$ cat config.mk
export PLATFORM = sky130hd
export DESIGN_NAME = pipe_stage_reg
export DESIGN_NICKNAME = d
export VERILOG_FILES = /design/src/rtl/pipe_pkg.sv /design/src/rtl/pipe_skid.sv /design/src/rtl/pipe_stage_reg.sv
export SDC_FILE = /design/constraint.sdc
export NUM_CORES = 1
export LEC_CHECK = 0
export ABC_AREA = 0
export BUFFER_PORTS_ARGS = -buffer_cell sky130_fd_sc_hd__buf_2
export CAP_MARGIN = 40
export CELL_PAD_IN_SITES_DETAIL_PLACEMENT = 2
export CELL_PAD_IN_SITES_GLOBAL_PLACEMENT = 2
export CORE_ASPECT_RATIO = 1.5
export CORE_MARGIN = 2
export CORE_UTILIZATION = 29
export CTS_CLUSTER_SIZE = 10
export DETAILED_ROUTE_END_ITERATION = 7
export GPL_TIMING_DRIVEN = 1
export PLACE_DENSITY_LB_ADDON = 0.2
export SLEW_MARGIN = 20
export SYNTH_ARGS = -nofsm -noshare
export SYNTH_HDL_FRONTEND = slang
export SYNTH_HIERARCHICAL = 1
export SYNTH_SLANG_ARGS = --single-unit
$ cat constraint.sdc
create_clock -name clk -period 4.15 [get_ports clk]
set_clock_uncertainty 0.1 [all_clocks]
set_input_delay 0.2075 -clock clk [delete_from_list [all_inputs] [get_ports clk]]
set_output_delay 0.2075 -clock clk [all_outputs]
set_load 0.02 [all_outputs]
$ cat src/rtl/pipe_pkg.sv
// Shared types and constants for the pipeline stage register.
package pipe_pkg;
  localparam int unsigned DATA_W_DEF = 16;
  localparam int unsigned CTRL_W_DEF = 10;

  typedef struct packed {
    logic       regWrite;
    logic       memWrite;
    logic       jump;
    logic       branch;
    logic       aluSrc;
    logic [1:0] resultSrc;
    logic [2:0] aluControl;
  } ctrl_t;

  localparam ctrl_t NOP = '0;

  function automatic logic [15:0] sat_inc16(input logic [15:0] v);
    return (v == 16'hFFFF) ? v : v + 16'd1;
  endfunction
endpackage

$ cat src/rtl/pipe_skid.sv
// One-entry skid buffer holding a combined {ctrl, data} beat.
module pipe_skid #(
  parameter int unsigned WIDTH = 1
) (
  input  logic             clk,
  input  logic             reset,
  input  logic             i_flush,
  input  logic             i_load,
  input  logic             i_pop,
  input  logic [WIDTH-1:0] i_data,
  output logic             o_valid,
  output logic [WIDTH-1:0] o_data
);
  logic             r_valid;
  logic [WIDTH-1:0] r_data;

  always_ff @(posedge clk or posedge reset) begin
    if (reset) begin
      r_valid <= 1'b0;
      r_data  <= '0;
    end else if (i_flush) begin
      r_valid <= 1'b0;
    end else if (i_load) begin
      r_valid <= 1'b1;
      r_data  <= i_data;
    end else if (i_pop) begin
      r_valid <= 1'b0;
    end
  end

  assign o_valid = r_valid;
  assign o_data  = r_data;
endmodule

$ cat src/rtl/pipe_stage_reg.sv
// Valid/ready pipeline stage register with stall, flush and a saturating flush counter.
// Define PIPE_SKID_EN to add a one-entry skid buffer and register-only in_ready.
module pipe_stage_reg
  import pipe_pkg::*;
#(
  parameter int unsigned       DATA_W      = DATA_W_DEF,
  parameter int unsigned       NWORDS      = 5,
  parameter int unsigned       CTRL_W      = CTRL_W_DEF,
  parameter logic [CTRL_W-1:0] CTRL_BUBBLE = CTRL_W'(NOP)
) (
  input  logic                     clk,
  input  logic                     reset,
  input  logic                     stall,
  input  logic                     flush,
  input  logic                     in_valid,
  output logic                     in_ready,
  input  logic [NWORDS*DATA_W-1:0] in_data,
  input  logic [CTRL_W-1:0]        in_ctrl,
  output logic                     out_valid,
  input  logic                     out_ready,
  output logic [NWORDS*DATA_W-1:0] out_data,
  output logic [CTRL_W-1:0]        out_ctrl,
  output logic [15:0]              flush_cnt
);
  localparam int unsigned PW = NWORDS * DATA_W;

  logic              r_valid;
  logic [PW-1:0]     r_data;
  logic [CTRL_W-1:0] r_ctrl;
  logic [15:0]       r_flush_cnt;

  logic              w_valid_d;
  logic [PW-1:0]     w_data_d;
  logic [CTRL_W-1:0] w_ctrl_d;
  logic [15:0]       w_cnt_d;
  logic              w_accept;
  logic              w_drain;
  logic              w_occupied;

  assign w_accept = in_valid & in_ready;
  assign w_drain  = r_valid & out_ready & ~stall & ~flush;

`ifdef PIPE_SKID_EN
  logic                     w_skid_valid;
  logic                     w_skid_load;
  logic                     w_skid_pop;
  logic [CTRL_W+PW-1:0]     w_skid_q;

  assign in_ready    = ~w_skid_valid & ~stall & ~flush & ~reset;
  assign w_skid_load = w_accept & r_valid & ~w_drain;
  assign w_skid_pop  = w_drain & w_skid_valid;
  assign w_occupied  = r_valid | w_skid_valid;

  pipe_skid #(.WIDTH(CTRL_W + PW)) u_skid (
    .clk     (clk),
    .reset   (reset),
    .i_flush (flush),
    .i_load  (w_skid_load),
    .i_pop   (w_skid_pop),
    .i_data  ({in_ctrl, in_data}),
    .o_valid (w_skid_valid),
    .o_data  (w_skid_q)
  );
`else
  assign in_ready   = (~r_valid | out_ready) & ~stall & ~flush & ~reset;
  assign w_occupied = r_valid;
`endif

  // Priority: flush, then skid refill, then direct load, then plain drain.
  always_comb begin
    w_valid_d = r_valid;
    w_data_d  = r_data;
    w_ctrl_d  = r_ctrl;
    w_cnt_d   = r_flush_cnt;
    if (flush) begin
      w_valid_d = 1'b0;
      w_ctrl_d  = CTRL_BUBBLE;
      if (w_occupied) w_cnt_d = sat_inc16(r_flush_cnt);
    end
`ifdef PIPE_SKID_EN
    else if (w_skid_pop) begin
      w_valid_d            = 1'b1;
      {w_ctrl_d, w_data_d} = w_skid_q;
    end
`endif
    else if (w_accept && (!r_valid || w_drain)) begin
      w_valid_d = 1'b1;
      w_data_d  = in_data;
      w_ctrl_d  = in_ctrl;
    end else if (w_drain) begin
      w_valid_d = 1'b0;
      w_ctrl_d  = CTRL_BUBBLE;
    end
  end

  always_ff @(posedge clk or posedge reset) begin
    if (reset) begin
      r_valid     <= 1'b0;
      r_data      <= '0;
      r_ctrl      <= CTRL_BUBBLE;
      r_flush_cnt <= '0;
    end else begin
      r_valid     <= w_valid_d;
      r_data      <= w_data_d;
      r_ctrl      <= w_ctrl_d;
      r_flush_cnt <= w_cnt_d;
    end
  end

  assign out_valid = r_valid;
  assign out_data  = r_data;
  assign out_ctrl  = r_ctrl;
  assign flush_cnt = r_flush_cnt;
endmodule

==> summary.md, run 1 <==
The run finished with clean final reports. The routed wire length is 14000 um. By area the synthesized netlist is led by sky130_fd_sc_hd__dfrtp_1 63%, sky130_fd_sc_hd__mux2_2 22%, sky130_fd_sc_hd__buf_6 2.1%, sky130_fd_sc_hd__a22o_1 2.1%, sky130_fd_sc_hd__xor2_1 1.7%.

The most used flip-flop cell after synthesis is sky130_fd_sc_hd__dfrtp_1. STA classifies the critical path endpoint as a flip-flop. The number of different library cells in the post-synthesis netlist is 35. In this run, synthesis inferred 0 flip-flops with an integrated enable.

The share of final-layout standard cells stronger than drive strength 1 is 0.549. Pin count of the biggest net entering global routing: 93. The tool flagged a number of max-cap violations equal to 0.

From synthesis to final layout, the design area changed by 54.7%. After routing, the total negative slack on setup checks comes to 0 ns. The number of gates resized after CTS was 0. The initial core utilization was 0.294. The worst hold-check path type is in -> reg.

The largest total area in the synthesized netlist belongs to sky130_fd_sc_hd__dfrtp_1. Post-CTS timing repair inserted 0 buffers for setup. After global routing the overflow that remains totals 0. The pre-antenna-repair detailed-routing pass consisted of 4 iterations.

In this run the horizontal extent of the chip is 103 um. The H-tree generated during clock tree synthesis spans 3 levels. Summed over all nets, wire length on met2 after detailed routing comes to 8000 um. The slowest stage of the critical path belongs to the cell sky130_fd_sc_hd__dlygate4sd3_1. The detail route stage leaves a number of antenna-violating nets equal to 0. For the pin with the worst max-slew slack, the measured transition is 0.655 ns.

The fraction of the cycle the final worst path needs came out at 0.527. Summed over all nets, the half-perimeter wirelength after detailed placement is 8840 um. The logs give 2.02 ns for the slack of the worst reg-to-reg path and 274 for the number of standard cells after synthesis. The dominant delay contributor by cell family on the critical path was buffers and inverters. The tools report the master cell of the clock root buffer as sky130_fd_sc_hd__clkbuf_16. Row generation in the floorplan step produced 54 rows.

The total I/O pin count is 204, and the fraction of synthesized cell area taken by the top area cell type is 0.633. Walking the worst path, the cells encountered are dlygate4sd3_1 -> buf_2 -> nor2_1 -> nor4bb_4 -> buf_12 -> a311oi_2 -> buf_4 -> a22o_1. After clock tree synthesis, the flow added hold-fix buffers numbering 82. For this run, the top clock speed supported by timing is 0.457 GHz. Setup repair after global routing left no endpoint under its margin. The count of buffers inserted at the top-level ports is 203, and the arrival time of data at the critical path endpoint is 2.31 ns. For the count of pins over their slew limit, the log shows 0. The first routing iteration left 51 violations. Source-to-sink clock delay at the later pin of the worst-skew pair: 0.34 ns.

The leakage power figure was 3.24 nW. The Yosys step of the flow raised 6 warnings. The logs give 3979 for the number of global-route vias before repair and 0.697 for the placer's final routability congestion estimate.

Clock-pin slew was measured on the worst setup and hold paths at 0.08 ns. Subtracting the final worst setup slack from the clock period gives 2.19 ns. TritonCTS built the clock tree. The worst setup slack before clock tree synthesis was 1.81 ns. Setup violations remaining at the end of the flow were counted as 0.

The overall routing resource usage was 0.183; the TritonCTS buffer count was 9. The logs give 21900 um for the first-pass GRT wire length and 767 um for the wire length on met3. The core box area is 14400 um^2, and the share of flip-flops with an asynchronous set or reset is 1.00. The clock passes through at most 2 buffers. STA puts the critical path data required time at 4.27 ns. The highest cell delay on the worst timing path was 0.53 ns.

The tools report the power after layout as 3.05 mW. Together, buffers and inverters on the worst path number 4. A synthesized cell averages 15.4 um^2. The detailed router put a total of 4910 um of wire on met1. For this design the ratio of total power to cell area is 465 nW/um^2. Clock tree synthesis found a total of 107 sinks. The post-synthesis instance area was 4230 um^2; the via density per instance was 4.51. The routed layout has 3441 vias. By count the netlist is led by 107 x sky130_fd_sc_hd__dfrtp_1, 81 x sky130_fd_sc_hd__mux2_2, 10 x sky130_fd_sc_hd__a22o_1, 8 x sky130_fd_sc_hd__buf_6, 8 x sky130_fd_sc_hd__xor2_1. The number of nets produced by synthesis is 371. Total count of hold-check failures in the final report: 0. The startpoint type of the worst setup path is a primary input. The utilization of the core after routing is 0.455, and the final worst slack is 1.96 ns. Across all hold checks on the routed design, the worst slack comes to 0.00903 ns. In the routed design, unresolved DRC markers number 0.

The maximum fanout count along the critical path came out at 92. The die is 152 um tall. The logs give 0.563 for the worst relative slew slack and 0.000209 V for the worst vdd rail ir drop. The floorplan step defined a die boundary enclosing 15600 um^2.

The share of the yosys chip area belonging to registers was 0.633; the number of antenna violations at the first check in global routing was 0. In this run, synthesis produced a sequential element count of 107. Dividing the detail-routed wire length by the instance count gives 18.3 um. 0 antenna diodes ended up in the layout. At the end of the flow, the number of nets in the layout was 660. The critical path is of the in -> reg type. Top metal layer carrying routed signals: met4. The most frequent cell after synthesis was sky130_fd_sc_hd__dfrtp_1.
-- layer usage --
| metal | global-route usage | vias to the layer above |
|---|---|---|
| met4 | 0.0533 | 0 |
| met3 | 0.0363 | 19 |
| met1 | 0.198 | 1750 |
| met5 | 0 | - |
| met2 | 0.349 | 119 |
| li1 | - | 1553 |
-- state kept, by name, summed over array words and instances (netlist names) --
name       cells
flush_cnt     16
out_ctrl      10
out_data      80
out_valid      1
-- cell usage in the layout (no fill, tap or decap), types with 2 or more instances in the layout --
cell / instances
sky130_fd_sc_hd__buf_2: 203
sky130_fd_sc_hd__dfrtp_1: 107
sky130_fd_sc_hd__dlygate4sd3_1: 82
sky130_fd_sc_hd__mux2_2: 81
sky130_fd_sc_hd__a22o_1: 10
sky130_fd_sc_hd__clkbuf_16: 9
sky130_fd_sc_hd__xor2_1: 8
sky130_fd_sc_hd__nor2_1: 7
sky130_fd_sc_hd__nand2_1: 6
sky130_fd_sc_hd__nor3_1: 6
sky130_fd_sc_hd__inv_1: 4
sky130_fd_sc_hd__xnor2_1: 4
sky130_fd_sc_hd__and3_1: 3
sky130_fd_sc_hd__nand4_1: 3
sky130_fd_sc_hd__buf_4: 3
sky130_fd_sc_hd__nand4_2: 2
sky130_fd_sc_hd__and2_1: 2
sky130_fd_sc_hd__nand3_1: 2
sky130_fd_sc_hd__inv_6: 2
-- logic make-up after synthesis --
logic type / Yosys count / synth area share
flops: 107 / 0.633
mux: 82 / 0.218
simple gates: 38 / 0.0526
compound gates: 18 / 0.0393
buf+inv: 16 / 0.0296
xor+xnor: 12 / 0.0248
fa+ha+maj: 1 / 0.00296
-- worst paths after layout --
path	from	to	cells after the start
worst max-delay path	reset	out_ctrl[9]	8
worst min-delay path	in_data[50]	out_data[50]	2
worst max register to register	out_valid	out_ctrl[9]	6
worst min register to register	out_data[54]	out_data[54]	1
max in group asynchronous	reset	out_data[70]	4
min in group asynchronous	reset	out_data[38]	3
-- through the flow --
step	std cells	area, um^2
after floorplan	274	4230
after global placement	665	5450
after detailed placement	665	5450
after CTS	762	6540
after global routing	763	6550
final	763	6550
-- power by group --
group / total, mW / switching, mW / internal [mW]
registers: 1.36 / 0.118 / 1.24
clock network: 0.823 / 0.410 / 0.413
logic: 0.866 / 0.491 / 0.374
-- final cells by class --
cell class / instances / area [um^2]
fillers: 1507 / 7840
flip-flops and latches: 107 / 2680
repair buffers: 289 / 1880
multi-input cells: 151 / 1450
well taps: 196 / 245
clock buffers: 9 / 225
clock inverters: 6 / 50.0
inverters: 5 / 21.3
Note: power is estimated with default switching activity, not from simulation.
==> run 2, diff against run 1 <==
==> constraint.sdc (replaced) <==
create_clock -name clk -period 2.1 [get_ports clk]
set_clock_uncertainty 0.1 [all_clocks]
set_input_delay 0.105 -clock clk [delete_from_list [all_inputs] [get_ports clk]]
set_output_delay 0.105 -clock clk [all_outputs]
set_load 0.02 [all_outputs]
==> run 2 against run 1 <==
Against the previous run: non-clock buffer count is 12 higher; critical path type unchanged; sequential share of layout area is 1.0 points lower; hold slack better by 0.11 ns.
==> summary.md, run 2 (same netlist as run 1, synthesis figures left out) <==
The flow ran to the end, and the final reports show no timing, DRC or antenna violations. The pin slew with the least headroom to its limit came out at 0.710 ns (+0.0552 ns). The tools report the via count of the routed design as 3437 (-0.12%). The setup path with the least slack is of type in -> reg. The run gives 3 (unchanged) as the CTS H-tree depth. The tools report the switching component of the power as 2.03 mW (+99%). The share of final-layout standard cells stronger than drive strength 1 was 0.543 (-0.00540); the number of remaining DRC errors was 0 (unchanged). The clock-pin slew reported for the worst setup and hold paths after clock tree synthesis was 0.07 ns (about the same); the clock period minus worst slack was 2.01 ns. The tools report the area of all placed cells without fillers as 6720 um^2 (+2.6%). The tools report the worst vdd rail ir drop as 0.000377 V (+80%).

TritonCTS built the clock tree. The flip-flop count of the largest register after layout was 80 (unchanged); the via density per instance was 4.43 (-1.8%). The tree is rooted in a sky130_fd_sc_hd__clkbuf_16.

The run gives 2.13 ns (-0.18 ns) as the arrival time of data at the critical path endpoint. The pin count of the biggest net entering global routing was 67 (-28%); the half-perimeter wire length after detailed placement was 8840 um (about the same). The run gives 0.525 (-0.0378) as the worst relative slew slack. The logs give 0.294 (unchanged) for the initial core utilization and 0.437 (-0.009) for the register share of total power. Leaving out fill and tap cells, the most frequent cell in the layout is sky130_fd_sc_hd__buf_2.

The run gives 4094 (+2.9%) as the number of global-route vias before repair. The tools report the total count of hold-check failures in the final report as 0 (unchanged). The placer's final routability congestion estimate was 0.702 (+0.72%).

The count of filler cells inserted in the layout came out at 1467 (-2.7%). The path class of the tightest hold or removal check is in -> reg. Based on the critical path, the design can be clocked at up to 0.497 GHz. The tools report the post-route non-filler standard cell count as 776 (+1.7%).

The number of antenna violations at the first check in global routing is 0 (unchanged), and the remaining global-route overflow is 0 (unchanged). The leakage power figure came out at 3.30 nW (+1.8%). The tools report the count of pins over their slew limit as 0 (unchanged). The run gives 45 (-12%) as the number of DRC markers in iteration 0. The power density relative to cell area is 921 nW/um^2 (+98%).

STA classifies the critical path startpoint as a primary input. The max-cap violation count is 0 (unchanged), and the routed wire length is 14300 um (+2.6%). The switching power as a share of total power is 0.328 (-0.00640), and the synthesis-to-finish area growth is 58.7%. Worst setup slack before clock tree synthesis: 0.0440 ns (-1.76 ns). The worst setup path is captured at a flip-flop. The count of buffers inserted at the top-level ports was 203 (unchanged); the overall routing resource usage was 0.189 (+0.00558). The maximum buffer depth of the clock tree came out at 2 (unchanged).

The count of standard-cell rows came out at 54 (unchanged). The post-detailed-route wirelength per cell is 18.5 um (+0.87%), and the core box area is 14400 um^2 (unchanged). The tools report the number of nets with antenna violations after routing as 0 (unchanged).

The tools report the count of placed standard cells including taps as 669 (+0.60%). The number of diodes is 0 (unchanged), and the source-to-sink clock delay at the later pin of the worst-skew pair is 0.34 ns (about the same). The number of detailed-routing iterations run before antenna repair was 4 (unchanged); the maximum fanout count along the critical path was 66 (-28%). The run gives 9 (unchanged) as the TritonCTS buffer count. Required time of the critical path: 2.22 ns (-2.05 ns). The overall die area is 15600 um^2 (unchanged), and the internal power contribution is 4.16 mW (+100%). The die width is 103 um (unchanged). The combinational cell fraction of total power came out at 0.285 (about the same). The die height works out to 152 um (unchanged). The setup total negative slack came out at 0 ns (unchanged). First-pass GRT wire length: 22600 um (+2.8%). The clock sink count is 107 (unchanged). The fraction of the cycle the final worst path needs was 0.957.

The run gives 672 (+1.8%) as the layout net count. For the total I/O pin count, the log shows 204 (unchanged). The final worst slack was 0.0897 ns (-1.87 ns); the post-placement cell area was 5500 um^2 (+1.0%). Total setup violations reported at the end of the flow: 0 (unchanged).

The library cells used most frequently in the layout, excluding fill and tap cells, are 203 x sky130_fd_sc_hd__buf_2, 107 x sky130_fd_sc_hd__dfrtp_1, 91 x sky130_fd_sc_hd__dlygate4sd3_1. The clock share of power came out at 0.278 (+0.008).
==> run 2: cell count changes in the layout (fill, tap and decap cells not counted), sizes merged <==
cell,previous run,this run
clkinvlp,1,4
clkbuf,9,10
dlygate4sd3,82,91
inv,8,6
bufinv,0,1
clkinv,2,0
buf,207,210
==> run 2: stage by stage <==
stage,util,hold slack (ns),power [mW]
global placement,0.382,0.166,4.24
finish,0.467,0.121,6.19
floorplan,-,0.145,3.63
global route,0.467,0.127,6.53
detailed placement,0.382,0.176,4.32
CTS,0.467,0.126,6.20
==> run 2: worst paths after layout <==
| check | slack [ns] | to | from | cells after the start |
|---|---|---|---|---|
| max | 0.09 | out_data[27] | reset | 6 |
| min | 0.12 | out_ctrl[9] | flush | 3 |
| max reg2reg | 0.12 | flush_cnt[3] | flush_cnt[0] | 5 |
| min reg2reg | 0.40 | out_ctrl[7] | out_ctrl[7] | 1 |
| max in group asynchronous | 0.91 | out_ctrl[7] | reset | 4 |
| min in group asynchronous | 0.34 | out_data[32] | reset | 3 |
==> run 2: critical path, cell delays in order <==
cell and delay (ns):
sky130_fd_sc_hd__dlygate4sd3_1 0.53, sky130_fd_sc_hd__buf_2 0.15, sky130_fd_sc_hd__nor2_1 0.12, sky130_fd_sc_hd__nor4bb_4 0.43, sky130_fd_sc_hd__buf_12 0.36, sky130_fd_sc_hd__mux2_2 0.39
==> run 2: metal layers <==
layer  share of wire  track usage  up-vias  wire, um
met5               0            0        -         0
met4          0.0055       0.0343        0        79
li1                -            -     1581         -
met3           0.062       0.0451        4       890
met1            0.36        0.199     1724      5130
met2            0.57        0.369      128      8230
==> run 2: final cells by class <==
cell class | count | area, um^2 | share of cell area
clock buffer | 10 | 229 | 0.0341
clock inverter | 6 | 72.6 | 0.0108
inverter | 5 | 22.5 | 0.00335
multi-input combinational | 151 | 1450 | 0.216
sequential | 107 | 2680 | 0.399
tap | 196 | 245 | 0.0365
timing repair buffer | 301 | 2020 | 0.300
==> run 2: power groups by stage <==
stage | Combinational (mW) | Sequential, mW | Clock [mW]
after detailed placement | 1.60 | 2.72 | 0
after global routing | 1.90 | 2.77 | 1.87
after floorplan | 0.435 | 3.20 | 0
final | 1.77 | 2.70 | 1.72
after global placement | 1.55 | 2.68 | 0
after CTS | 1.74 | 2.68 | 1.79
==> run 2: timing repair <==
action                                 in CTS  in global routing
setup endpoints to repair                   0                  7
buffers inserted                            0                  0
hold buffers                               91                  0
resized for setup                           0                  1
endpoints found under the hold margin     118                  0
==> run 3, diff against run 2 <==
--- a/config.mk
+++ b/config.mk
@@ -8,7 +8,7 @@
 export ABC_AREA = 0
 export BUFFER_PORTS_ARGS = -buffer_cell sky130_fd_sc_hd__buf_2
 export CAP_MARGIN = 40
-export CELL_PAD_IN_SITES_DETAIL_PLACEMENT = 2
+export CELL_PAD_IN_SITES_DETAIL_PLACEMENT = 1
 export CELL_PAD_IN_SITES_GLOBAL_PLACEMENT = 2
 export CORE_ASPECT_RATIO = 1.5
 export CORE_MARGIN = 2
==> run 3 against run 2 <==
Against the previous run: sequential share of layout area barely moved; cell count rose by 0.13%; wire length fell by 13%; worst setup slack improved by 0.010 ns; non-clock buffer count rose by 1; largest power group unchanged; die area did not move; hold slack improved by 0.011 ns; core utilization rose by 0.052 points; fmax rose by 0.50%; combinational power fell by 3%.
==> summary.md, run 3 (same netlist as run 1, synthesis figures left out) <==
The tools report the combinational cell fraction of total power as 0.281 (-0.004). In this run the worst setup path begins at flush_cnt[0]. The CTS H-tree depth was 3 (unchanged); the worst vdd rail ir drop was 0.000464 V (+23%).

The share of final-layout standard cells stronger than drive strength 1 is 0.544 (+0.000786), and the switching component of the power is 1.96 mW (-3.5%). For the number of detailed-routing iterations run before antenna repair, the log shows 3 (-1). The tools report the leakage power figure as 3.30 nW (+0.13%). The post-detailed-route wirelength per cell is 16.0 um (-13%).

Setup repair after global routing left no endpoint under its margin. Path type of the worst setup path: reg -> reg. The pin slew with the least headroom to its limit came out at 0.701 ns (-0.00928 ns). The flip-flop count of the largest register after layout was 80 (unchanged); the die width was 103 um (unchanged).

The pin count of the biggest net entering global routing was 67 (unchanged); the arrival time of data at the critical path endpoint was 2.12 ns (about the same). The highest cell delay on the worst timing path was 0.42 ns (-0.11 ns); the clock share of power was 0.283 (+0.005). Placer's final routability congestion estimate: 0.702 (unchanged). The run gives 0 (unchanged) as the number of nets with antenna violations after routing. The tools report the kind of capture point of the worst setup path as a flip-flop. The number of DRC markers in iteration 0 is 43 (-4.4%). The logs give 669 (unchanged) for the count of placed standard cells including taps and 0 ns (unchanged) for the setup total negative slack. The count of buffers inserted at the top-level ports works out to 203 (unchanged). The total setup violations reported at the end of the flow is 0 (unchanged). The first-pass GRT wire length came out at 19900 um (-12%). The number of buffers and inverters on the critical path was 1 (-2).

The min-delay analysis places its worst path in the category in -> reg. The number of antenna violations at the first check in global routing came out at 0 (unchanged). The worst hold path begins at flush.

TritonCTS built the clock tree. The via density per instance is 4.33 (-2.2%), and the max-cap violation count is 0 (unchanged). The count of pins over their slew limit is 0 (unchanged), and the power density relative to cell area is 909 nW/um^2 (-1.3%).

Total I/O pin count: 204 (unchanged). The maximum fanout count along the critical path came out at 7 (-89%). Cell type of the slowest stage on the worst timing path: sky130_fd_sc_hd__dfrtp_1. The initial core utilization was 0.294 (unchanged); the number of global-route vias before repair was 3906 (-4.6%).

The clock period minus worst slack is 2.00 ns (-0.0100 ns), and the source-to-sink clock delay at the later pin of the worst-skew pair is 0.34 ns (about the same). The core box area is 14400 um^2 (unchanged), and the number of remaining DRC errors is 0 (unchanged). The smallest hold slack is 0.132 ns (+0.0112 ns), and the post-route non-filler standard cell count is 777 (+0.13%). The most common cell after layout, fill and taps aside was sky130_fd_sc_hd__buf_2. The critical register-to-register path endpoint is flush_cnt[1]. Synthesis-to-finish area growth: 58.9%.

The via count of the routed design was 3367 (-2.0%). The register share of total power is 0.436 (about the same), and the path length in cells of the critical path is 5 (-1). The routed wire length was 12400 um (-13%); the worst relative slew slack was 0.532 (+0.00620).

The die height works out to 152 um (unchanged). The startpoint type of the worst setup path is a flip-flop. The run gives 2 (unchanged) as the maximum buffer depth of the clock tree.

Traced cell by cell, the critical path runs through ha_2 -> nand4_2 -> o41ai_4 -> buf_4 -> mux2_1. The internal power contribution is 4.16 mW (about the same). The layout net count was 673 (+0.15%). For the clock sink count, the log shows 107 (unchanged). The tools report the start of the worst register-to-register path as flush_cnt[0]. The upper clock frequency limit was 0.500 GHz (+0.50%). For the overall die area, the log shows 15600 um^2 (unchanged).

The run gives 2.22 ns (about the same) as the required time of the critical path. The dominant delay contributor by cell family on the critical path was flip-flops. The switching power as a share of total power works out to 0.320 (-0.00776).

The overall routing resource usage is 0.162 (-0.0266), and the number of diodes is 0 (unchanged). Master cell of the clock root buffer: sky130_fd_sc_hd__clkbuf_16. The worst hold path cell count is 3 (unchanged), and the slack of the worst reg-to-reg path is 0.1 ns (-0.02 ns). The library cells used most frequently in the layout, excluding fill and tap cells, are 203 x sky130_fd_sc_hd__buf_2, 107 x sky130_fd_sc_hd__dfrtp_1, 91 x sky130_fd_sc_hd__dlygate4sd3_1.

The clock-pin slew reported for the worst setup and hold paths after clock tree synthesis was 0.07 ns (about the same). For the TritonCTS buffer count, the log shows 9 (unchanged). The fraction of the cycle the final worst path needs was 0.953 (-0.00478).

The total count of hold-check failures in the final report is 0 (unchanged). The run finished with clean final reports. The length in cells of the worst reg-to-reg path was 5 (unchanged). Sink of the worst hold path: out_ctrl[1]. The count of standard-cell rows is 54 (unchanged), and the half-perimeter wire length after detailed placement is 8480 um (-4.0%). The remaining global-route overflow is 0 (unchanged).
[run 3: changes by cell type in the layout (fill, tap and decap cells not counted), sizes merged]
cell / before / now
buf: 210 / 211
[run 3: power by group through the flow]
stage                     Sequential, mW  Combinational [mW]  Clock (mW)
final                               2.67                1.72        1.73
after global placement              2.68                1.55           0
after global routing                2.73                1.84        1.88
after detailed placement            2.71                1.59           0
after floorplan                     3.20               0.435           0
after CTS                           2.67                1.73        1.80
[run 3: metrics by stage]
stage	util	instance area (um^2)	total power, mW	setup WS (ns)
6_report	0.467	6730	6.11	0.0997
3_5_place_dp	0.382	5500	4.30	0.0263
4_1_cts	0.467	6720	6.20	0.0161
2_1_floorplan	-	4240	3.63	0.124
5_1_grt	0.467	6730	6.45	0.00843
3_3_place_gp	0.382	5500	4.24	0.133
[run 3: metal layers]
metal,global-route usage,wire length [um],up-vias
met5,0,0,-
met4,0.0470,208,0
met3,0.0350,836,14
met2,0.302,6660,129
met1,0.180,4740,1645
li1,-,-,1579
[run 3: worst min-delay path, cell delays in order]
cell	delay, ns
sky130_fd_sc_hd__buf_2	0.15
sky130_fd_sc_hd__a311oi_2	0.09
sky130_fd_sc_hd__a22o_1	0.18
[run 3: worst max path at each step]
| stage | slack (ns) | endpoint |
|---|---|---|
| final | 0.1 | flush_cnt[1] |
| after global routing | 0.008 | flush_cnt[1] |
| after CTS | 0.02 | flush_cnt[1] |
| after detailed placement | 0.03 | flush_cnt[1] |
| after global placement | 0.13 | flush_cnt[1] |
| after floorplan | 0.12 | flush_cnt[3] |
[run 3: layout make-up]
class                      count  area, um^2
multi-input combinational    151        1450
fill                        1574        7670
inverter                       5        22.5
timing repair buffer         302        2020
tap                          196         245
clock inverter                 6        72.6
sequential                   107        2680
clock buffer                  10         229
[run 3: timing repair]
action / CTS / global route
hold endpoints to repair: 118 / 0
gates resized for setup: 0 / 1
endpoints found under the setup margin: 0 / 3
buffers inserted: 0 / 1
hold buffers: 91 / 0
